[src/rtl/dhs_apb_mem_bist_pkg.sv]
// -----------------------------------------------------------------------------
// dual_helix_pkg
// Shared types and constants for the APB memory BIST master.
//   dhs_bist_mode_e  : data pattern selector driven on mode_i
//   dhs_bist_stride  : byte stride between consecutive words for a data width
//   DHS_BIST_STRIDE  : stride for the default 32-bit data path
// -----------------------------------------------------------------------------
package dual_helix_pkg;

  typedef enum logic [1:0] {
    DHS_BIST_INCR     = 2'd0,  // seed + i
    DHS_BIST_WALK1    = 2'd1,  // 1 << (i mod DATA_W)
    DHS_BIST_ADDR     = 2'd2,  // word address
    DHS_BIST_INV_INCR = 2'd3   // ~(seed + i)
  } dhs_bist_mode_e;

  function automatic int unsigned dhs_bist_stride(input int unsigned data_w);
    return data_w / 8;
  endfunction

  localparam int unsigned DHS_BIST_DATA_W = 32;
  localparam int unsigned DHS_BIST_STRIDE = dhs_bist_stride(DHS_BIST_DATA_W);

endpackage

[src/rtl/dhs_apb_mem_bist_pattern_gen.sv]
// -----------------------------------------------------------------------------
// dhs_bist_pattern_gen
// Purely combinational pattern source for the BIST master. One instance feeds
// both the write data and the read expectation so the two can never diverge.
// Ports:
//   mode_i  : pattern selector
//   seed_i  : pattern seed (INCR / INV_INCR)
//   idx_i   : word index i
//   addr_i  : byte address of word i (ADDR pattern)
//   data_o  : pattern word
// -----------------------------------------------------------------------------
module dhs_bist_pattern_gen
  import dual_helix_pkg::*;
#(
  parameter int unsigned ADDR_W = 32,
  parameter int unsigned DATA_W = 32,
  parameter int unsigned CNT_W  = 16
) (
  input  dhs_bist_mode_e    mode_i,
  input  logic [DATA_W-1:0] seed_i,
  input  logic [CNT_W-1:0]  idx_i,
  input  logic [ADDR_W-1:0] addr_i,
  output logic [DATA_W-1:0] data_o
);

  logic [DATA_W-1:0] incr;
  logic [31:0]       walk_pos;

  // NOTE: every signal driven here gets a value before any branch, so no
  // path can leave it unassigned and infer a latch.
  always_comb begin
    incr     = seed_i + DATA_W'(idx_i);
    walk_pos = 32'(idx_i) % DATA_W;
    data_o   = '0;
    case (mode_i)
      DHS_BIST_INCR:     data_o = incr;
      DHS_BIST_WALK1:    data_o = DATA_W'(1) << walk_pos;
      DHS_BIST_ADDR:     data_o = DATA_W'(addr_i);
      DHS_BIST_INV_INCR: data_o = ~incr;
      default:           data_o = '0;
    endcase
  end

endmodule

[src/rtl/dhs_apb_mem_bist.sv]
// -----------------------------------------------------------------------------
// dhs_apb_mem_bist
// APB master that writes a pattern over a word range, reads it back and
// compares, in interleaved (W0,R0,W1,R1..) or block (all W, then all R) order.
// Ports:
//   clk_i, arst_i           : clock, asynchronous active-high reset
//   start_i                 : 1-cycle start, honoured only while idle
//   mode_i, block_i         : pattern select, ordering select
//   base_addr_i, num_words_i, seed_i : run configuration, latched at start
//   psel_o .. pstrb_o       : APB request (address/data fields registered)
//   prdata_i, pready_i, pslverr_i    : APB response
//   busy_o, done_o          : run in progress, 1-cycle completion pulse
//   pass_o, timeout_o       : result flags, valid from done until next start
//   err_cnt_o               : saturating error count
//   fail_addr_o, fail_data_o: first failing address and read data
// -----------------------------------------------------------------------------
module dhs_apb_mem_bist
  import dual_helix_pkg::*;
#(
  parameter int unsigned ADDR_W      = 32,
  parameter int unsigned DATA_W      = 32,
  parameter int unsigned CNT_W       = 16,
  parameter int unsigned TIMEOUT_CYC = 1024
) (
  input  logic                  clk_i,
  input  logic                  arst_i,
  input  logic                  start_i,
  input  dhs_bist_mode_e        mode_i,
  input  logic                  block_i,
  input  logic [ADDR_W-1:0]     base_addr_i,
  input  logic [CNT_W-1:0]      num_words_i,
  input  logic [DATA_W-1:0]     seed_i,
  output logic                  psel_o,
  output logic                  penable_o,
  output logic [ADDR_W-1:0]     paddr_o,
  output logic                  pwrite_o,
  output logic [DATA_W-1:0]     pwdata_o,
  output logic [DATA_W/8-1:0]   pstrb_o,
  input  logic [DATA_W-1:0]     prdata_i,
  input  logic                  pready_i,
  input  logic                  pslverr_i,
  output logic                  busy_o,
  output logic                  done_o,
  output logic                  pass_o,
  output logic                  timeout_o,
  output logic [CNT_W-1:0]      err_cnt_o,
  output logic [ADDR_W-1:0]     fail_addr_o,
  output logic [DATA_W-1:0]     fail_data_o
);

  localparam int unsigned       STRB_W   = DATA_W / 8;
  localparam logic [ADDR_W-1:0] STRIDE   = ADDR_W'(dhs_bist_stride(DATA_W));
  localparam int unsigned       TMO_W    = (TIMEOUT_CYC > 1) ? $clog2(TIMEOUT_CYC) : 1;
  localparam logic [TMO_W-1:0]  TMO_LAST = TMO_W'(TIMEOUT_CYC - 1);

  // GAP is the mandatory idle cycle between transfers; it is also where the
  // registered request fields for the next transfer are loaded.
  typedef enum logic [2:0] {
    ST_IDLE, ST_SETUP, ST_ACCESS, ST_GAP, ST_DONE
  } state_e;

  state_e              state_q, state_d;
  dhs_bist_mode_e      mode_q, mode_d;
  logic                block_q, block_d;
  logic [DATA_W-1:0]   seed_q, seed_d;
  logic [ADDR_W-1:0]   base_q, base_d;
  logic [CNT_W-1:0]    num_q, num_d;
  logic [CNT_W-1:0]    idx_q, idx_d;
  logic                phase_q, phase_d;          // 0 = write, 1 = read
  logic [ADDR_W-1:0]   word_addr_q, word_addr_d;  // base + idx*STRIDE
  logic [TMO_W-1:0]    tmo_q, tmo_d;
  logic [ADDR_W-1:0]   paddr_q, paddr_d;
  logic                pwrite_q, pwrite_d;
  logic [DATA_W-1:0]   pwdata_q, pwdata_d;
  logic [STRB_W-1:0]   pstrb_q, pstrb_d;
  logic [CNT_W-1:0]    err_cnt_q, err_cnt_d;
  logic [ADDR_W-1:0]   fail_addr_q, fail_addr_d;
  logic [DATA_W-1:0]   fail_data_q, fail_data_d;
  logic                timeout_q, timeout_d;
  logic                pass_q, pass_d;

  // Pattern generator inputs: live configuration while idle (to prepare the
  // first write on the start edge), latched configuration otherwise.
  dhs_bist_mode_e    gen_mode;
  logic [DATA_W-1:0] gen_seed;
  logic [CNT_W-1:0]  gen_idx;
  logic [ADDR_W-1:0] gen_addr;
  logic [DATA_W-1:0] gen_data;

  assign gen_mode = (state_q == ST_IDLE) ? mode_i      : mode_q;
  assign gen_seed = (state_q == ST_IDLE) ? seed_i      : seed_q;
  assign gen_idx  = (state_q == ST_IDLE) ? '0          : idx_q;
  assign gen_addr = (state_q == ST_IDLE) ? base_addr_i : word_addr_q;

  dhs_bist_pattern_gen #(
    .ADDR_W (ADDR_W),
    .DATA_W (DATA_W),
    .CNT_W  (CNT_W)
  ) u_pattern_gen (
    .mode_i (gen_mode),
    .seed_i (gen_seed),
    .idx_i  (gen_idx),
    .addr_i (gen_addr),
    .data_o (gen_data)
  );

  logic last_idx;
  logic last_xfer;
  logic xfer_err;

  assign last_idx  = (idx_q == num_q - CNT_W'(1));
  assign last_xfer = phase_q && last_idx;  // every run ends on the read of word n-1
  assign xfer_err  = pslverr_i || (phase_q && (prdata_i != gen_data));

  always_comb begin
    state_d     = state_q;
    mode_d      = mode_q;
    block_d     = block_q;
    seed_d      = seed_q;
    base_d      = base_q;
    num_d       = num_q;
    idx_d       = idx_q;
    phase_d     = phase_q;
    word_addr_d = word_addr_q;
    tmo_d       = tmo_q;
    paddr_d     = paddr_q;
    pwrite_d    = pwrite_q;
    pwdata_d    = pwdata_q;
    pstrb_d     = pstrb_q;
    err_cnt_d   = err_cnt_q;
    fail_addr_d = fail_addr_q;
    fail_data_d = fail_data_q;
    timeout_d   = timeout_q;
    pass_d      = pass_q;

    case (state_q)
      ST_IDLE: begin
        if (start_i) begin
          mode_d      = mode_i;
          block_d     = block_i;
          seed_d      = seed_i;
          base_d      = base_addr_i;
          num_d       = num_words_i;
          idx_d       = '0;
          phase_d     = 1'b0;
          word_addr_d = base_addr_i;
          err_cnt_d   = '0;
          fail_addr_d = '0;
          fail_data_d = '0;
          timeout_d   = 1'b0;
          pass_d      = 1'b0;
          if (num_words_i == '0) begin
            pass_d  = 1'b1;
            state_d = ST_DONE;
          end else begin
            paddr_d  = base_addr_i;
            pwrite_d = 1'b1;
            pwdata_d = gen_data;
            pstrb_d  = '1;
            state_d  = ST_SETUP;
          end
        end
      end

      ST_SETUP: begin
        tmo_d   = '0;
        state_d = ST_ACCESS;
      end

      ST_ACCESS: begin
        if (pready_i) begin
          if (xfer_err) begin
            if (err_cnt_q != '1) err_cnt_d = err_cnt_q + CNT_W'(1);
            if (err_cnt_q == '0) begin
              fail_addr_d = paddr_q;
              fail_data_d = phase_q ? prdata_i : '0;
            end
          end
          // Advance to the next (word, direction) pair.
          if (!phase_q && !block_q) begin
            phase_d = 1'b1;
          end else if (!phase_q && last_idx) begin
            phase_d     = 1'b1;
            idx_d       = '0;
            word_addr_d = base_q;
          end else begin
            idx_d       = idx_q + CNT_W'(1);
            word_addr_d = word_addr_q + STRIDE;
            if (!block_q) phase_d = 1'b0;
          end
          if (last_xfer) begin
            pass_d  = (err_cnt_d == '0);
            state_d = ST_DONE;
          end else begin
            state_d = ST_GAP;
          end
        end else if ((TIMEOUT_CYC != 0) && (tmo_q == TMO_LAST)) begin
          timeout_d = 1'b1;
          pass_d    = 1'b0;
          state_d   = ST_DONE;
        end else begin
          tmo_d = tmo_q + TMO_W'(1);
        end
      end

      ST_GAP: begin
        paddr_d  = word_addr_q;
        pwrite_d = ~phase_q;
        pwdata_d = phase_q ? '0 : gen_data;
        pstrb_d  = phase_q ? '0 : '1;
        state_d  = ST_SETUP;
      end

      ST_DONE: state_d = ST_IDLE;

      default: state_d = ST_IDLE;
    endcase
  end

  // NOTE: state is updated with non-blocking assignments so every flop
  // samples the pre-edge value of every other flop, independent of order.
  always_ff @(posedge clk_i or posedge arst_i) begin
    if (arst_i) begin
      state_q     <= ST_IDLE;
      mode_q      <= DHS_BIST_INCR;
      block_q     <= 1'b0;
      seed_q      <= '0;
      base_q      <= '0;
      num_q       <= '0;
      idx_q       <= '0;
      phase_q     <= 1'b0;
      word_addr_q <= '0;
      tmo_q       <= '0;
      paddr_q     <= '0;
      pwrite_q    <= 1'b0;
      pwdata_q    <= '0;
      pstrb_q     <= '0;
      err_cnt_q   <= '0;
      fail_addr_q <= '0;
      fail_data_q <= '0;
      timeout_q   <= 1'b0;
      pass_q      <= 1'b0;
    end else begin
      state_q     <= state_d;
      mode_q      <= mode_d;
      block_q     <= block_d;
      seed_q      <= seed_d;
      base_q      <= base_d;
      num_q       <= num_d;
      idx_q       <= idx_d;
      phase_q     <= phase_d;
      word_addr_q <= word_addr_d;
      tmo_q       <= tmo_d;
      paddr_q     <= paddr_d;
      pwrite_q    <= pwrite_d;
      pwdata_q    <= pwdata_d;
      pstrb_q     <= pstrb_d;
      err_cnt_q   <= err_cnt_d;
      fail_addr_q <= fail_addr_d;
      fail_data_q <= fail_data_d;
      timeout_q   <= timeout_d;
      pass_q      <= pass_d;
    end
  end

  assign psel_o      = (state_q == ST_SETUP) || (state_q == ST_ACCESS);
  assign penable_o   = (state_q == ST_ACCESS);
  assign busy_o      = (state_q == ST_SETUP) || (state_q == ST_ACCESS) || (state_q == ST_GAP);
  assign done_o      = (state_q == ST_DONE);
  assign paddr_o     = paddr_q;
  assign pwrite_o    = pwrite_q;
  assign pwdata_o    = pwdata_q;
  assign pstrb_o     = pstrb_q;
  assign pass_o      = pass_q;
  assign timeout_o   = timeout_q;
  assign err_cnt_o   = err_cnt_q;
  assign fail_addr_o = fail_addr_q;
  assign fail_data_o = fail_data_q;

endmodule

[config.mk]
export PLATFORM = sky130hd
export DESIGN_NAME = dhs_apb_mem_bist
export DESIGN_NICKNAME = d
export VERILOG_FILES = /design/src/rtl/dhs_apb_mem_bist_pkg.sv /design/src/rtl/dhs_apb_mem_bist_pattern_gen.sv /design/src/rtl/dhs_apb_mem_bist.sv
export SDC_FILE = /design/constraint.sdc
export NUM_CORES = 1
export LEC_CHECK = 0
export CORE_ASPECT_RATIO = 1.25
export CORE_MARGIN = 4
export CORE_UTILIZATION = 59
export DETAILED_ROUTE_END_ITERATION = 12
export PLACE_DENSITY_LB_ADDON = 0.05
export SLEW_MARGIN = 20
export SYNTH_ARGS = -nofsm -noshare
export SYNTH_HDL_FRONTEND = slang
export SYNTH_HIERARCHICAL = 1
export SYNTH_SLANG_ARGS = --single-unit
[constraint.sdc]
create_clock -name clk_i -period 13.85 [get_ports clk_i]
set_input_delay 1.385 -clock clk_i [delete_from_list [all_inputs] [get_ports clk_i]]
set_output_delay 1.385 -clock clk_i [all_outputs]
set_load 0.005 [all_outputs]
==> flow_summary_export.csv, run 1 <==
group,metric,value,unit
place,gp_congestion,0.9525,
setup_path,critPathSlowestCell,"buf_4",
routing,first_iter_violations,1681,
routing,topRoutingLayerUsed,"met5",
routing,detail_route.wl_per_cell,20.66,µm
floorplanning,core.rowCount,69,
setup_path,cp.buffers_inverters,3,
logic_synthesis,synth-seq-cells,292,
floorplanning,floorplan.die.width,160.7,µm
setup_path,path_max_fanout,97,
setup_path,slowest_delay,0.61,ns
setup_path,endpoint_kind,"flip-flop",
routing,met2WireLength,26090,µm
layout,area_delta_synth_final,23.14,%
floorplanning,initial_utilization,60.16,%
cts,cts-root-to-sink-buffers,3,
sta,totalNegativeSetupSlack,0,ns
logic_synthesis,synth_enable_flop_cells,0,
logic_synthesis,async_flop_share,100.0,%
cts,clock_sink_count,292,
cts,tritoncts_clock_tree,"done",
cts,cts_inserted_buffers,30,
floorplanning,dieHeight,198.8,µm
routing,detailedRoute.firstPassIterationCount,5,
logic_synthesis,most_used_dff_post_synth,"dfrtp_1",
routing,dr_total_vias,15862,
grt,grt_overflow,0,
routing,drc_errors,0,
place,place_hpwl,38190,µm
layout,layout_common_cells,"425 x nand2_1, 292 x dfrtp_1, 274 x clkdlybuf4s50_1",
run,drv.max_cap_violation_count,0,
run_status,status,"finished, final reports clean",
layout,layout-drive-gt1-share,8.164,%
sta,max_freq,127.7,MHz
routing,met1_length,21110,µm
setup_path,worstSetupPathType,"flip-flop to flip-flop",
grt,antenna_violations_before_repair,2,
setup_path,crit_arrival,8.24,ns
sta,grt_setup_unrepaired,"false",
floorplanning,design.portCount,275,
logic_synthesis,synthesis.instances,1938,
setup_path,family_with_the_most_delay_on_the_worst_path,"simple AND/OR/NAND/NOR gates",
layout,layout_commonest_cell,"nand2_1",
sta,timing.final.crit_share,56.55,%
setup_path,timing.critical_path.cells,"nor3_2 -> buf_4 -> buf_4 -> mux2_2 -> ha_1 -> a21oi_1 -> nand2_1 -> nor2_1 -> a211oi_1 -> xnor2_1 -> mux2i_1 -> a21oi_1 -> xnor2_1 -> nand4_1 -> nor4_1 -> a31oi_1 -> nor2_1 -> o21ai_0 -> nand2_2 -> buf_4 -> o21ai_0",
cts,worstSkewPairLatency,0.58,ns
logic_synthesis,post_synth_instance_area,17190,µm²
cts,post_cts_hold_buffer_count,0,
setup_path,worst_setup_sp_type,"flip-flop",
logic_synthesis,synth.yosys.seq_area_share,42.51,%
grt,first_global_vias,15250,
power_and_ir_drop,static-leakage-power,9.064,nW
layout,final_cells,2558,
floorplanning,core_region_area,28580,µm²
cts,htree_num_levels,1,
routing,antenna_violating_nets_post_route,0,
place,post-place-cells,2506,
setup_path,critPathMostFrequentCell,"buf_4",
grt,grt_max_degree,99,
sta,timing.slew.headroom,23.01,%
logic_synthesis,syn-mean-instance-area,8.870,µm²
setup_path,worst-endpoint-required,14.25,ns
power_and_ir_drop,peakVddDrop,0.1554,mV
sta,layout_min_cycle_time,7.832,ns
sta,hold_viol_final,0,
routing,routed_wl,52840,µm
place,placement.io_buffers,274,
grt,aggregate_global_route_resource_usage,32.12,%
sta,finalMaxSlewViolations,0,
power_and_ir_drop,power_per_cell_area,231.8,nW/µm²
sta,finalSetupViolations,0,
min_path,worst_hold_check_path_type,"flip-flop to flip-flop",
logic_synthesis,yosys.cell_types.count,89,
layout,antenna_cells,0,
logic_synthesis,mappedNetlistNets,2081,
sta,tightestPinTransition,1.151,ns
routing,met3RoutedLength,3724,µm
cts,clk_transition_reported_paths,0.06,ns
floorplanning,die-area,31950,µm²
cts,cts_setup_buffers,0,
grt,grt_pass1_wl,83920,µm
routing,vias_per_cell,6.201,
sta,skew,0.03391,ns
cts,clockRootBuffer,"clkbuf_16",
logic_synthesis,synth-warning-count,6,
layout,final_net_count,2291,
cts,post_cts.resized_instances,0,
==> sequential cells by signal, indices dropped and copies added (netlist names), 2 cells and up <==
signal / count
base_q: 32
err_cnt_o: 16
fail_addr_o: 32
fail_data_o: 32
idx_q: 16
mode_q: 2
num_q: 16
paddr_o: 32
pwdata_o: 32
seed_q: 32
state_q: 3
tmo_q: 10
word_addr_q: 32
==> worst paths after layout <==
path,cells past startpoint,to,startpoint,slack [ns]
max,21,fail_data_o[22],state_q[2],6.02
max reg2reg,21,fail_data_o[22],state_q[2],6.02
min in group asynchronous,2,num_q[14],arst_i,1.31
max in group asynchronous,4,fail_addr_o[0],arst_i,10.53
min,2,seed_q[19],seed_q[19],0.47
min reg2reg,2,seed_q[19],seed_q[19],0.47
==> through the flow <==
stage	util (%)	worst slack, ns	area, µm²	hold WS (ns)	total power [W]
after CTS	74.08	6.210	21170	0.4754	0.004887
after global routing	74.08	5.589	21170	0.4894	0.005207
after global placement	70.47	6.462	20140	0.4521	0.003963
final	74.08	6.018	21170	0.4692	0.004907
after detailed placement	70.49	6.206	20140	0.4592	0.004031
after floorplan	-	4.403	17190	0.4390	0.003072
==> routing by layer <==
metal  GRT usage, %  vias to the layer above
met4          10.65                        2
met1          42.38                     7716
met2          55.19                      695
li1               -                     7325
met5              0                        -
met3          4.352                      124
==> report_power, final <==
part | switching [W] | leakage [nW] | internal, W
Combinational | 0.00148 | 4.77 | 0.00112
Clock | 0.000348 | 0.512 | 0.000489
Sequential | 0.000283 | 3.78 | 0.00119
Total | 0.00211 | 9.06 | 0.00280
==> logic make-up after synthesis <==
logic type	share of synthesized area (%)
AO/OA/AOI/OAI	18.74
XOR/XNOR	5.401
adder cells (fa/ha/maj)	1.718
buffers and inverters	3.574
flip-flops	42.51
multiplexers	7.155
AND/OR/NAND/NOR	20.90
==> final cells by class <==
cell class | count | area [µm²]
Multi-Input combinational cell | 1496 | 9331
Fill cell | 2190 | 7408
Sequential cell | 292 | 7307
Timing Repair Buffer | 291 | 2870
Clock buffer | 41 | 902.1
Tap cell | 390 | 488.0
Inverter | 37 | 146.4
Clock inverter | 11 | 122.6
==> cells in the mapped netlist (12+ instances only) <==
master,n,share of area [%]
a211oi_1,16,0.70
a21oi_1,49,1.4
a22o_1,70,3.6
a31oi_1,12,0.44
and3_1,24,0.87
clkbuf_1,90,2.0
dfrtp_1,292,43
ha_1,22,1.6
inv_1,37,0.81
mux2_2,62,4.1
mux2i_1,52,3.0
nand2_1,427,9.3
nand3_1,45,1.3
nand4_1,30,1.1
nor2_1,123,2.7
nor2b_1,21,0.76
nor3_1,34,0.99
nor4_1,18,0.66
o211ai_1,21,0.92
o21ai_0,152,4.4
o22ai_1,19,0.69
xnor2_1,71,3.6
xor2_1,35,1.8
==> tightest hold or removal path: stages, from the launching register on <==
cell,delay [ns]
dfrtp_1,0.34
nand2_1,0.05
nand2_1,0.05
No activity file was read; power rests on OpenSTA's default activity.
==> inputs of run 2 (changes only) <==
- CORE_UTILIZATION: 59 -> 55
- clock period: 13.85 -> 8 ns (I/O delays scaled with it)
==> run 2 against run 1 <==
  * Design area is 0.29% higher
  * Total power rose by 73%
  * Setup slack got worse by 5.2 ns
  * First-iteration DRC count did not move
  * Hold slack improved by 0.00066 ns
  * Sequential power grew 73%
  * Global-route usage is 2.1 points lower
  * Wire length grew 1.1%
  * Sequential share of layout area is 0.10 points lower
  * Largest cell class unchanged
  * Largest power group unchanged
  * Non-clock buffer count rose by 3
  * Critical endpoint is now fail_data_o[13]
==> flow_summary_export.csv, run 2 (synthesized netlist as in run 1, its figures left out) <==
group,metric,value,unit
run_status,status,"finished, final reports clean",
sta,timing.final.crit_share,90.24,%
setup_path,r2r_start,"state_q[1]",
sta,hold_viol_final,0,
min_path,worst_hold_path.num_cells,2,
cts,worstSkewPairLatency,0.59,ns
sta,timing.slew.headroom,24.92,%
grt,grt_overflow,0,
routing,vias_per_cell,6.139,
layout,final_net_count,2295,
layout,layout-drive-gt1-share,8.134,%
layout,area_delta_synth_final,23.50,%
cts,htree_num_levels,1,
grt,antenna_violations_before_repair,2,
setup_path,worst-r2r-setup-slack,0.78,ns
routing,detail_route.wl_per_cell,20.68,µm
grt,first_global_vias,15071,
routing,antenna_violating_nets_post_route,0,
setup_path,ff2ff_path_depth,21,
floorplanning,core_region_area,30900,µm²
floorplanning,core.rowCount,72,
sta,totalNegativeSetupSlack,0,ns
cts,clk_transition_reported_paths,0.06,ns
setup_path,timing.critical_path.cells,"nor3_2 -> buf_12 -> mux2_2 -> ha_1 -> fa_1 -> a211oi_1 -> o21bai_1 -> o211a_1 -> or2_2 -> a211oi_1 -> mux2i_1 -> o22ai_1 -> xnor2_1 -> nand4_1 -> nor4_1 -> a31oi_1 -> nor2_1 -> o21ai_0 -> nand2_2 -> buf_4 -> o21ai_0",
setup_path,crit_arrival,7.63,ns
floorplanning,dieHeight,205.7,µm
min_path,hp-start,"seed_q[26]",
place,gp_congestion,0.9288,
cts,cts-root-to-sink-buffers,3,
min_path,worst_hold_check_path_type,"flip-flop to flip-flop",
grt,grt_pass1_wl,83520,µm
setup_path,endpoint_kind,"flip-flop",
cts,cts_setup_buffers,0,
setup_path,slowest_delay,0.62,ns
grt,grt_max_degree,99,
floorplanning,die-area,34170,µm²
cts,tritoncts_clock_tree,"done",
sta,skew,0.02510,ns
power_and_ir_drop,static-leakage-power,9.078,nW
sta,grt_setup_unrepaired,"false",
setup_path,worst_setup_sp_type,"flip-flop",
run,drv.max_cap_violation_count,0,
layout,layout_common_cells,"425 x nand2_1, 292 x dfrtp_1, 274 x clkdlybuf4s50_1",
grt,aggregate_global_route_resource_usage,29.97,%
floorplanning,design.portCount,275,
floorplanning,initial_utilization,55.63,%
sta,tightestPinTransition,1.126,ns
layout,layout.core_utilization,68.70,%
min_path,hold_ep,"seed_q[26]",
routing,first_iter_violations,1681,
cts,clockRootBuffer,"clkbuf_16",
setup_path,critPathSlowestCell,"buf_4",
sta,max_freq,138.5,MHz
cts,clock_sink_count,292,
routing,dr_total_vias,15862,
floorplanning,floorplan.die.width,166.1,µm
routing,drc_errors,0,
place,placement.io_buffers,274,
sta,layout_min_cycle_time,7.219,ns
cts,cts_inserted_buffers,31,
power_and_ir_drop,power_per_cell_area,400.7,nW/µm²
setup_path,r2r_end,"fail_data_o[13]",
power_and_ir_drop,peakVddDrop,0.3136,mV
setup_path,worst-endpoint-required,8.41,ns
routing,detailedRoute.firstPassIterationCount,6,
layout,layout_commonest_cell,"nand2_1",
place,place_hpwl,38400,µm
routing,routed_wl,53440,µm
setup_path,worstSetupPathType,"flip-flop to flip-flop",
sta,finalMaxSlewViolations,0,
cts,post_cts.resized_instances,0,
sta,finalSetupViolations,0,
cts,post_cts_hold_buffer_count,0,
setup_path,path_max_fanout,97,
==> run 2: stage by stage <==
step	cells	total power [W]	setup slack, ns	hold WS [ns]	cell area, µm²
3_5_place_dp	2526	0.006983	0.8916	0.4581	20190
6_report	2584	0.008507	0.7810	0.4699	21230
4_1_cts	2583	0.008497	0.8415	0.4722	21230
2_1_floorplan	1938	0.005319	1.966	0.4390	17190
5_1_grt	2584	0.009038	0.3195	0.4876	21230
3_3_place_gp	2526	0.006887	1.145	0.4504	20190
==> run 2: critical path, delay by kind of cell, from the launching register on <==
kind            cells  cell delay (ns)
compound gates      8             2.00
simple gates        6             1.64
buf+inv             2             1.03
mux                 2             0.72
fa+ha+maj           2             0.70
flops               1             0.51
xor+xnor            1             0.21
==> run 2: area by class of cell <==
| cell class | instances | area, µm² |
|---|---|---|
| Timing Repair Buffer | 294 | 2905 |
| Antenna cell | 1 | 2.502 |
| Tap cell | 407 | 509.2 |
| Clock inverter | 9 | 106.4 |
| Inverter | 37 | 142.6 |
| Sequential cell | 292 | 7307 |
| Fill cell | 2509 | 9671 |
| Multi-Input combinational cell | 1496 | 9326 |
| Clock buffer | 48 | 929.6 |
==> run 2: worst max-delay path by stage <==
stage | slack [ns] | cells after the start | to | startpoint
global route | 0.32 | 21 | fail_data_o[13] | state_q[1]
finish | 0.78 | 21 | fail_data_o[13] | state_q[1]
detailed placement | 0.89 | 21 | fail_data_o[2] | state_q[1]
floorplan | 1.97 | 24 | fail_data_o[0] | state_q[2]
global placement | 1.14 | 21 | fail_data_o[18] | state_q[1]
CTS | 0.84 | 21 | fail_data_o[13] | state_q[1]
==> run 2: power breakdown <==
group | internal [W] | switching (W) | leakage, nW
Combinational | 0.00195 | 0.00253 | 4.79
Sequential | 0.00206 | 0.000492 | 3.78
Clock | 0.000861 | 0.000614 | 0.513
Total | 0.00487 | 0.00364 | 9.08
==> run 2: per-layer routing <==
layer / vias to the layer above / track usage (%) / share of wire, %
li1: 7330 / - / -
met1: 7651 / 39.35 / 40
met2: 724 / 49.68 / 48
met3: 155 / 4.650 / 7.6
met4: 2 / 13.09 / 4.7
met5: - / 0 / 0.032
